[config.mk]
export PLATFORM = sky130hd
export DESIGN_NAME = tpu_tile_scheduler
export DESIGN_NICKNAME = d
export VERILOG_FILES = /design/src/rtl/tpu_tile_scheduler_pkg.sv /design/src/rtl/tpu_tile_addr_gen.sv /design/src/rtl/tpu_tile_scheduler.sv
export SDC_FILE = /design/constraint.sdc
export NUM_CORES = 1
export LEC_CHECK = 0
export ABC_AREA = 1
export BUFFER_PORTS_ARGS = -buffer_cell sky130_fd_sc_hd__buf_4
export CAP_MARGIN = 10
export CORE_UTILIZATION = 45
export DETAILED_ROUTE_END_ITERATION = 12
export SLEW_MARGIN = 20
export SYNTH_ARGS = -nofsm -noshare
export SYNTH_HDL_FRONTEND = slang
export SYNTH_SLANG_ARGS = --single-unit
[constraint.sdc]
create_clock -name clk -period 6.2 [get_ports clk]
set_input_delay 1.24 -clock clk [delete_from_list [all_inputs] [get_ports clk]]
set_output_delay 1.24 -clock clk [all_outputs]
set_load 0.02 [all_outputs]
[src/rtl/tpu_tile_scheduler_pkg.sv]
// Shared definitions for the TPU tile scheduler: FSM state encoding,
// default tiling/timeout parameters and the tile-index width.
package tpu_tile_scheduler_pkg;

    // log2 of the core tile edge (4x4 core)
    localparam int TILE_LOG2_DEF   = 2;
    // cycles allowed between core_start and core_busy rising
    localparam int ACK_TIMEOUT_DEF = 16;
    // width of tile counts and tile indices (ceil(255/4) = 64 fits)
    localparam int TILE_W          = 7;

    typedef enum logic [2:0] {
        ST_IDLE      = 3'd0,
        ST_SETUP     = 3'd1,
        ST_ISSUE     = 3'd2,
        ST_WAIT_ACK  = 3'd3,
        ST_WAIT_DONE = 3'd4,
        ST_ADVANCE   = 3'd5,
        ST_FINISH    = 3'd6
    } state_t;

endpackage

[src/rtl/tpu_tile_addr_gen.sv]
// Per-tile buffer base address generator. Inputs are all registered in the
// scheduler, so the bases are stable for as long as the tile indices are.
module tpu_tile_addr_gen
    import tpu_tile_scheduler_pkg::*;
#(
    parameter int ADDR_BITS = 16,
    parameter int DIM_BITS  = 8,
    parameter int TILE_LOG2 = TILE_LOG2_DEF
) (
    input  logic [TILE_W-1:0]    tile_m,
    input  logic [TILE_W-1:0]    tile_n,
    input  logic [TILE_W-1:0]    nt,
    input  logic [DIM_BITS-1:0]  k,
    output logic [ADDR_BITS-1:0] a_base,
    output logic [ADDR_BITS-1:0] b_base,
    output logic [ADDR_BITS-1:0] c_base
);

    // A rows and B columns advance by K words per tile; C advances by one
    // tile-row of output rows per tile in row-major tile order.
    always_comb begin
        a_base = ADDR_BITS'(tile_m) * ADDR_BITS'(k);
        b_base = ADDR_BITS'(tile_n) * ADDR_BITS'(k);
        c_base = (ADDR_BITS'(tile_m) * ADDR_BITS'(nt) + ADDR_BITS'(tile_n)) << TILE_LOG2;
    end

endmodule

[src/rtl/tpu_tile_scheduler.sv]
// Top-level tile sequencer: splits an MxN (depth K) job into 4x4 output
// tiles, starts the core once per tile, watches its busy handshake and
// reports done or an acknowledge timeout to the host.
module tpu_tile_scheduler
    import tpu_tile_scheduler_pkg::*;
#(
    parameter int ADDR_BITS   = 16,
    parameter int DIM_BITS    = 8,
    parameter int TILE_LOG2   = TILE_LOG2_DEF,
    parameter int ACK_TIMEOUT = ACK_TIMEOUT_DEF
) (
    input  logic                 clk,
    input  logic                 rst_n,
    input  logic                 in_valid,
    input  logic [DIM_BITS-1:0]  K,
    input  logic [DIM_BITS-1:0]  M,
    input  logic [DIM_BITS-1:0]  N,
    output logic                 busy,
    output logic                 done,
    output logic                 error,
    output logic                 core_start,
    input  logic                 core_busy,
    output logic [DIM_BITS-1:0]  core_K,
    output logic [ADDR_BITS-1:0] A_base,
    output logic [ADDR_BITS-1:0] B_base,
    output logic [ADDR_BITS-1:0] C_base,
    output logic [TILE_W-1:0]    tile_m,
    output logic [TILE_W-1:0]    tile_n
);

    localparam int CNT_W = $clog2(ACK_TIMEOUT + 1);
    localparam int EXT_W = DIM_BITS + 1;
    localparam int ROUND = (1 << TILE_LOG2) - 1;

    state_t              state, state_nxt;
    logic [DIM_BITS-1:0] k_q, m_q, n_q;
    logic [TILE_W-1:0]   mt_q, nt_q;
    logic [TILE_W-1:0]   tile_m_q, tile_n_q;
    logic [CNT_W-1:0]    ack_cnt;
    logic                error_q;
    logic                accept, timeout;
    logic                last_col, last_row;
    logic [TILE_W-1:0]   mt_calc, nt_calc;

    // Tile counts: ceil(dim / tile_edge), widened so M+3 cannot wrap.
    assign mt_calc  = TILE_W'((EXT_W'(m_q) + EXT_W'(ROUND)) >> TILE_LOG2);
    assign nt_calc  = TILE_W'((EXT_W'(n_q) + EXT_W'(ROUND)) >> TILE_LOG2);
    assign last_col = (tile_n_q == TILE_W'(nt_q - TILE_W'(1)));
    assign last_row = (tile_m_q == TILE_W'(mt_q - TILE_W'(1)));

    // State register.
    always_ff @(posedge clk) begin
        // NOTE: sequential state uses non-blocking assignments so every
        // register samples pre-edge values regardless of block ordering.
        if (!rst_n) state <= ST_IDLE;
        else        state <= state_nxt;
    end

    // Next-state and Moore outputs of the sequencer.
    always_comb begin
        // NOTE: every output gets a default first so no path leaves a
        // variable unassigned, which would otherwise infer a latch.
        state_nxt  = state;
        busy       = 1'b0;
        done       = 1'b0;
        core_start = 1'b0;
        accept     = 1'b0;
        timeout    = 1'b0;
        case (state)
            ST_IDLE: begin
                if (in_valid) begin
                    accept    = 1'b1;
                    state_nxt = ST_SETUP;
                end
            end
            ST_SETUP: begin
                busy = 1'b1;
                if (k_q == '0 || m_q == '0 || n_q == '0) state_nxt = ST_FINISH;
                else                                     state_nxt = ST_ISSUE;
            end
            ST_ISSUE: begin
                busy       = 1'b1;
                core_start = 1'b1;
                state_nxt  = ST_WAIT_ACK;
            end
            ST_WAIT_ACK: begin
                busy = 1'b1;
                if (core_busy) begin
                    state_nxt = ST_WAIT_DONE;
                end else if (ack_cnt == CNT_W'(ACK_TIMEOUT - 1)) begin
                    timeout   = 1'b1;
                    state_nxt = ST_IDLE;
                end
            end
            ST_WAIT_DONE: begin
                busy = 1'b1;
                if (!core_busy) state_nxt = ST_ADVANCE;
            end
            ST_ADVANCE: begin
                busy = 1'b1;
                if (last_col && last_row) state_nxt = ST_FINISH;
                else                      state_nxt = ST_ISSUE;
            end
            ST_FINISH: begin
                done      = 1'b1;
                state_nxt = ST_IDLE;
            end
            default: state_nxt = ST_IDLE;
        endcase
    end

    // Job datapath: latched dimensions, tile counts, tile walk, ack timer, error flag.
    always_ff @(posedge clk) begin
        if (!rst_n) begin
            k_q      <= '0;
            m_q      <= '0;
            n_q      <= '0;
            mt_q     <= '0;
            nt_q     <= '0;
            tile_m_q <= '0;
            tile_n_q <= '0;
            ack_cnt  <= '0;
            error_q  <= 1'b0;
        end else begin
            if (accept) begin
                k_q     <= K;
                m_q     <= M;
                n_q     <= N;
                error_q <= 1'b0;
            end
            if (timeout) error_q <= 1'b1;
            case (state)
                ST_SETUP: begin
                    mt_q     <= mt_calc;
                    nt_q     <= nt_calc;
                    tile_m_q <= '0;
                    tile_n_q <= '0;
                end
                ST_ISSUE: ack_cnt <= '0;
                ST_WAIT_ACK: ack_cnt <= ack_cnt + CNT_W'(1);
                ST_ADVANCE: begin
                    if (!last_col) begin
                        tile_n_q <= tile_n_q + TILE_W'(1);
                    end else if (!last_row) begin
                        tile_n_q <= '0;
                        tile_m_q <= tile_m_q + TILE_W'(1);
                    end
                end
                default: ;
            endcase
        end
    end

    tpu_tile_addr_gen #(
        .ADDR_BITS (ADDR_BITS),
        .DIM_BITS  (DIM_BITS),
        .TILE_LOG2 (TILE_LOG2)
    ) u_addr_gen (
        .tile_m (tile_m_q),
        .tile_n (tile_n_q),
        .nt     (nt_q),
        .k      (k_q),
        .a_base (A_base),
        .b_base (B_base),
        .c_base (C_base)
    );

    assign error  = error_q;
    assign core_K = k_q;
    assign tile_m = tile_m_q;
    assign tile_n = tile_n_q;

endmodule

# After elaboration in Yosys (flattened, before gate mapping)
# Index checks and enable logic that the tools add are counted.
dict set report op_classes {
  n_mux 24
  n_addsub 8
  reduce_logical 14
  multipliers 3
  n_eq_ne 15
}
# operator n
set ops {}
lappend ops {{multiplier 7 x 8 -> 15 bit} 2}
lappend ops {{2-to-1 mux 7 bit} 4}
lappend ops {{one-hot mux 7 bit (2 select lines)} 2}
lappend ops {{zero test 8 bit} 3}
lappend ops {{adder 8 x 2 -> 9 bit (second input constant)} 2}
lappend ops {{2-to-1 mux 3 bit} 6}
lappend ops {{one-hot mux 3 bit (6 select lines)} 1}
lappend ops {{adder 14 x 7 -> 14 bit} 1}
lappend ops {{adder 7 x 1 -> 7 bit (second input constant)} 2}
lappend ops {{== test 7 bit} 2}
lappend ops {{multiplier 7 x 7 -> 14 bit} 1}
lappend ops {{subtractor 7 x 1 -> 7 bit (second input constant)} 2}
lappend ops {{2-to-1 mux 1 bit} 10}
lappend ops {{one-hot mux 5 bit (2 select lines)} 1}
lappend ops {{== test 3 bit (second input constant)} 3}
lappend ops {{inequality test 2 bit (second input constant)} 4}
lappend ops {{== test 3 x 2 -> 1 bit (second input constant)} 2}
lappend ops {{inequality test 3 bit (second input constant)} 2}
lappend ops {{AND reduction 3 bit} 2}
lappend ops {{nonzero test 2 bit} 3}
lappend ops {{adder 5 x 1 -> 5 bit (second input constant)} 1}
lappend ops {{== test 5 x 4 -> 1 bit (second input constant)} 1}
lappend ops {{OR reduction 5 bit} 1}
lappend ops {{== test 3 x 1 -> 1 bit (second input constant)} 1}
lappend ops {{4 further kinds} 5}
dict set report totals {
  out_inout_bits 74
  elab_cells 74
  in_bits 28
  ff_bits 61
}

# Depth between registers and ports, before layout
dict set report logic_depth {
  ltp_word 5
  ltp_mapped 22
  ltp_nobuf 20
}

# Cells and area by module
# Synthesis repeated with hierarchy kept, for this count alone.
dict set report hier_totals {
  cells_unflattened 1425
  hier_area_um2 9387.8
}
# mod n_inst cells_each seq_area_each_um2 area_each_um2
set modules_own_cells {}
lappend modules_own_cells {tpu_tile_addr_gen 1 936 0.0 6100.9}
lappend modules_own_cells {tpu_tile_scheduler 1 489 1221.2 3286.9}

# Worst setup path after synthesis
# OpenSTA, ideal clock, no wires.
dict set report synth_path {
  path_kind {register to output}
  start {register tile_m_q[6], in the netlist tile_m[6]}
  end {output A_base[11]}
  path_buffers 2
  required_ps 4960
  path_stages_with_launch 20
  slack_ps 214
  t_arrival_ps 4746
  cell_sequence {dfxtp_1 clkbuf_1 buf_1 nand2_1 fa_1 fa_1 inv_1 fa_1 inv_1 fa_1 inv_1 ha_1 nand2_1 inv_1 a21oi_1 o21ai_0 nand2_1 nand2_1 a21oi_1 xnor2_1}
}
dict set report synth_between {
  elab_chain_len 1
}
# element line_no
set synth_lines {}
lappend synth_lines {{from (decl)} tpu_tile_scheduler.sv:38} ;# logic [TILE_W-1:0] tile_m_q, tile_n_q;
lappend synth_lines {{from (signal assigned)} tpu_tile_scheduler.sv:146} ;# tile_m_q <= tile_m_q + TILE_W'(1);
lappend synth_lines {{multiplier 7 x 8 -> 15 bit} tpu_tile_addr_gen.sv:22} ;# a_base = ADDR_BITS'(tile_m) * ADDR_BITS'(k);
lappend synth_lines {{to (decl)} tpu_tile_scheduler.sv:24} ;# output logic [ADDR_BITS-1:0] A_base,
# Every way passes these cells.

# Worst setup path after layout
dict set report layout_path {
  start {register k_q[2], in the netlist core_K[2]}
  end {output B_base[11]}
}
dict set report layout_between {
  elab_chain_len 1
}
# element line_no
set layout_lines {}
lappend layout_lines {{from (decl)} tpu_tile_scheduler.sv:36} ;# logic [DIM_BITS-1:0] k_q, m_q, n_q;
lappend layout_lines {{from (signal assigned)} tpu_tile_scheduler.sv:115} ;# k_q <= '0;
lappend layout_lines {{from (signal assigned)} tpu_tile_scheduler.sv:126} ;# k_q <= K;
lappend layout_lines {{multiplier 7 x 8 -> 15 bit} tpu_tile_addr_gen.sv:23} ;# b_base = ADDR_BITS'(tile_n) * ADDR_BITS'(k);
lappend layout_lines {{to (decl)} tpu_tile_scheduler.sv:25} ;# output logic [ADDR_BITS-1:0] B_base,
# Every way passes these cells.

==> summary.md <==
| Metric | Value |
|---|---|
| Status | `finished clean` |
| Endpoints failing hold | `0` |
| CP Buf/Inv Count | `5` |
| Vias in the first global route | `7,325` |
| CP max stage cell | `fa_1` |
| Gr ovfl total | `0` |
| Worst path top cell family by delay | `adder cells` |
| Top-area cell type share of the netlist area | `20.2%` |
| Initial antenna violation count | `0` |
| Clk Latency, worst-skew pair | `0.33 ns` |
| Clock slew at reported path FFs | `0.05 ns` |
| CP Cell Sequence | `buf_4 -> nand2_1 -> fa_1 -> fa_1 -> inv_1 -> fa_1 -> inv_1 -> fa_1 -> inv_1 -> ha_1 -> a21oi_1 -> o21ai_0 -> a21oi_1 -> o21ai_1 -> xor2_1 -> buf_4` |
| Most frequent cells in the layout | `nand2_1, inv_1, buf_4, ha_1, fa_1` |
| Setup CP Type | `reg -> out` |
| Synth area leaders | `fa_1, ha_1, dfxtp_1` |
| Leak | `0.00619 uW` |
| Most common cell after layout, fill and taps aside | `nand2_1` |
| Max-slew violations | `0` |
| Hold Path Cell Cnt | `2` |
| Cell Pwr Density | `162 nW/um^2` |
| Reg2reg setup slack | `3.98 ns` |
| Gate Count Post-Synth | `1,251` |
| Post-Layout Cell Count | `1,599` |
| Wirelength per Cell | `12.6 um` |
| CTS tree | `built` |
| Synth Area per Inst | `7.06 um^2` |
| RR Startpoint | `nt_q[1]` |
| Ant diodes | `0` |
| Pre-antenna DRT Iters | `5` |
| DRC | `0` |
| Setup WS pre-CTS | `0.472 ns` |
| Max Cap Violations | `0` |
| Post-route setup TNS | `0 ns` |
| Vias | `7,728` |
| Final HPWL from detailed placement | `16,400 um` |
| Worst setup SP type | `flop` |
| Worst-Margin Slew | `0.843 ns` |
| Clock net sink count | `61` |
| Seq cells post-synth | `61` |
| Initial DRC count | `378` |
| Register area share after synthesis | `13.8%` |
| Setup crit end kind | `primary output` |
| Arr. time, crit path | `4.66 ns` |
| Clk_skew | `0.00494 ns` |
| Global-route wire length before repair | `34,100 um` |
| GRT Total Usage | `20.9%` |
| Max Clk Rate | `169 MHz` |
| Reg2reg path depth | `14` |
| H-Tree Depth | `3` |
| Final wirelength | `20,200 um` |
| CTS root buf | `clkbuf_16` |
| Most frequently used flop master after synthesis | `dfxtp_1` |
| Final core utilization | `53.4%` |
| Crit Path Max Fanout | `10` |
| I/O Buffers | `97` |
| Peak supply drop | `0.165 mV` |
| RePlAce Congestion | `0.855` |
| Fin Hold WS | `0.444 ns` |
| Mapped Area | `8830 um^2` |
| Clk buf depth | `2` |
| I/O Pins | `102` |
| Die Span X | `142 um` |
| Worst reg2reg endpoint | `tile_m[1]` |
| Die area | `20,200 um^2` |
| Die Y | `142 um` |
| Leading area contributor after synthesis | `fa_1` |
| Ys Warns | `0` |
| Row cnt | `50` |
| Most used cell, CP | `fa_1` |
| CP max stage delay | `0.57 ns` |
| Relative slew slack | `43.7%` |
| Hold EP | `m_q[1]` |
| Asr flop ratio synth | `0%` |
| CTS Hold Bufs | `0` |
| Final min period | `5.90 ns` |
| Cts bufs inserted | `9` |
| Required @ worst endpoint | `4.96 ns` |
| Layout area overhead | `14.6%` |
| Drt via density | `4.83` |
| Largest net degree at the start of global routing | `35` |
| RSZ-0062 raised after global routing | `false` |
| Hold_sp | `m_q[1]` |
| Post-synthesis cell type count | `44` |
| Final Setup Violations | `0` |
| Fin nets | `1,557` |
| Starting Density | `46.6%` |
| ANT nets after route | `0` |
| Dpl cells | `1,583` |
| Final worst-path cycle share | `95.2%` |
| Share of cells above drive strength 1 | `12.4%` |
| Fin worst setup slack | `0.298 ns` |
| Worst Hold Class | `reg -> reg` |
| Post-synth EDFFs | `0` |
| Core area | `19,000 um^2` |
-- repair_timing --
item | in CTS | in global routing
setup buffers | 0 | 0
endpoints found under the setup margin | 0 | 8
gates resized for setup | 0 | 14
-- state kept, by name, indices dropped and copies added, names as in the netlist --
| signal | flops |
|---|---|
| error | 1 |
| tile_n | 7 |
| ack_cnt | 5 |
| n_q | 8 |
| core_K | 8 |
| nt_q | 7 |
| mt_q | 7 |
| state | 3 |
| m_q | 8 |
| tile_m | 7 |
-- cells by family (layout without fill, tap and decap cells) --
logic type               Yosys count  after routing  share of synthesized area (%)
flip-flops                        61             61                           13.8
adder cells (fa/ha/maj)          195            195                           35.2
AO/OA/AOI/OAI                    155            155                           9.80
XOR/XNOR                          44             44                           4.36
buffers and inverters            341            426                           15.3
AND/OR/NAND/NOR                  454            454                           21.5
other                              1              4                         0.0424
-- cell type report --
type,instances,area [um^2]
Timing Repair Buffer,122,916
Inverter,288,1080
Multi-Input combinational cell,852,6270
Clock inverter,6,63.8
Clock buffer,10,229
Fill cell,1912,8830
Sequential cell,61,1230
Tap cell,260,325
-- worst register-to-register path, stage by stage (launching register included) --
cell      delay [ns]
dfxtp_1         0.55
inv_1           0.14
ha_1            0.28
inv_1           0.07
nand2_1         0.06
nand3_1         0.09
nand2_1         0.05
inv_1           0.06
nand4_2         0.12
nor2_4          0.25
nor2_4          0.09
clkinv_2        0.11
nand3_1         0.09
nand2_1         0.07
nor2_1          0.03
-- synth_stat cells (all sizes together) (2+ instances only) --
library cell,count
nand4,12
nand2,303
a21oi,83
a22oi,2
nor2,66
a21o,2
o2111ai,5
o22ai,5
dfxtp,61
nor3,6
xnor2,12
o221ai,2
inv,287
xor2,32
o32ai,5
buf,29
o211ai,3
ha,106
fa,89
o21ai,42
nand3,65
clkbuf,24
-- per-layer routing --
layer / wire [um] / global-route usage, % / up-vias / share of wire, %
met5: 0 / 0 / - / 0
met1: 9560 / 28.2 / 3545 / 47
li1: - / - / 4006 / -
met3: 700 / 1.55 / 22 / 3.5
met2: 9600 / 36.2 / 155 / 48
met4: 333 / 5.21 / 0 / 1.6
-- where the power goes --
part	internal, uW	leakage [uW]	switching [uW]
registers	456	0.000503	101
logic	214	0.00555	381
clock network	310	0.000138	181
total	980	0.00619	662
-- stage by stage --
step	area (um^2)	total power, uW
6_report	10100	1640
5_1_grt	10100	1760
4_1_cts	10100	1650
3_5_place_dp	9820	1160
3_3_place_gp	9820	1150
2_1_floorplan	8850	965
-- how the worst max path moves through the flow --
stage	to	start	cells past startpoint
after floorplan	A_base[11]	tile_m[6]	19
after detailed placement	A_base[11]	tile_m[2]	21
final	B_base[11]	core_K[2]	16
after CTS	A_base[11]	tile_m[2]	21
after global placement	B_base[12]	tile_n[6]	17
after global routing	C_base[12]	nt_q[1]	19
No activity file was read; power rests on OpenSTA's default activity.
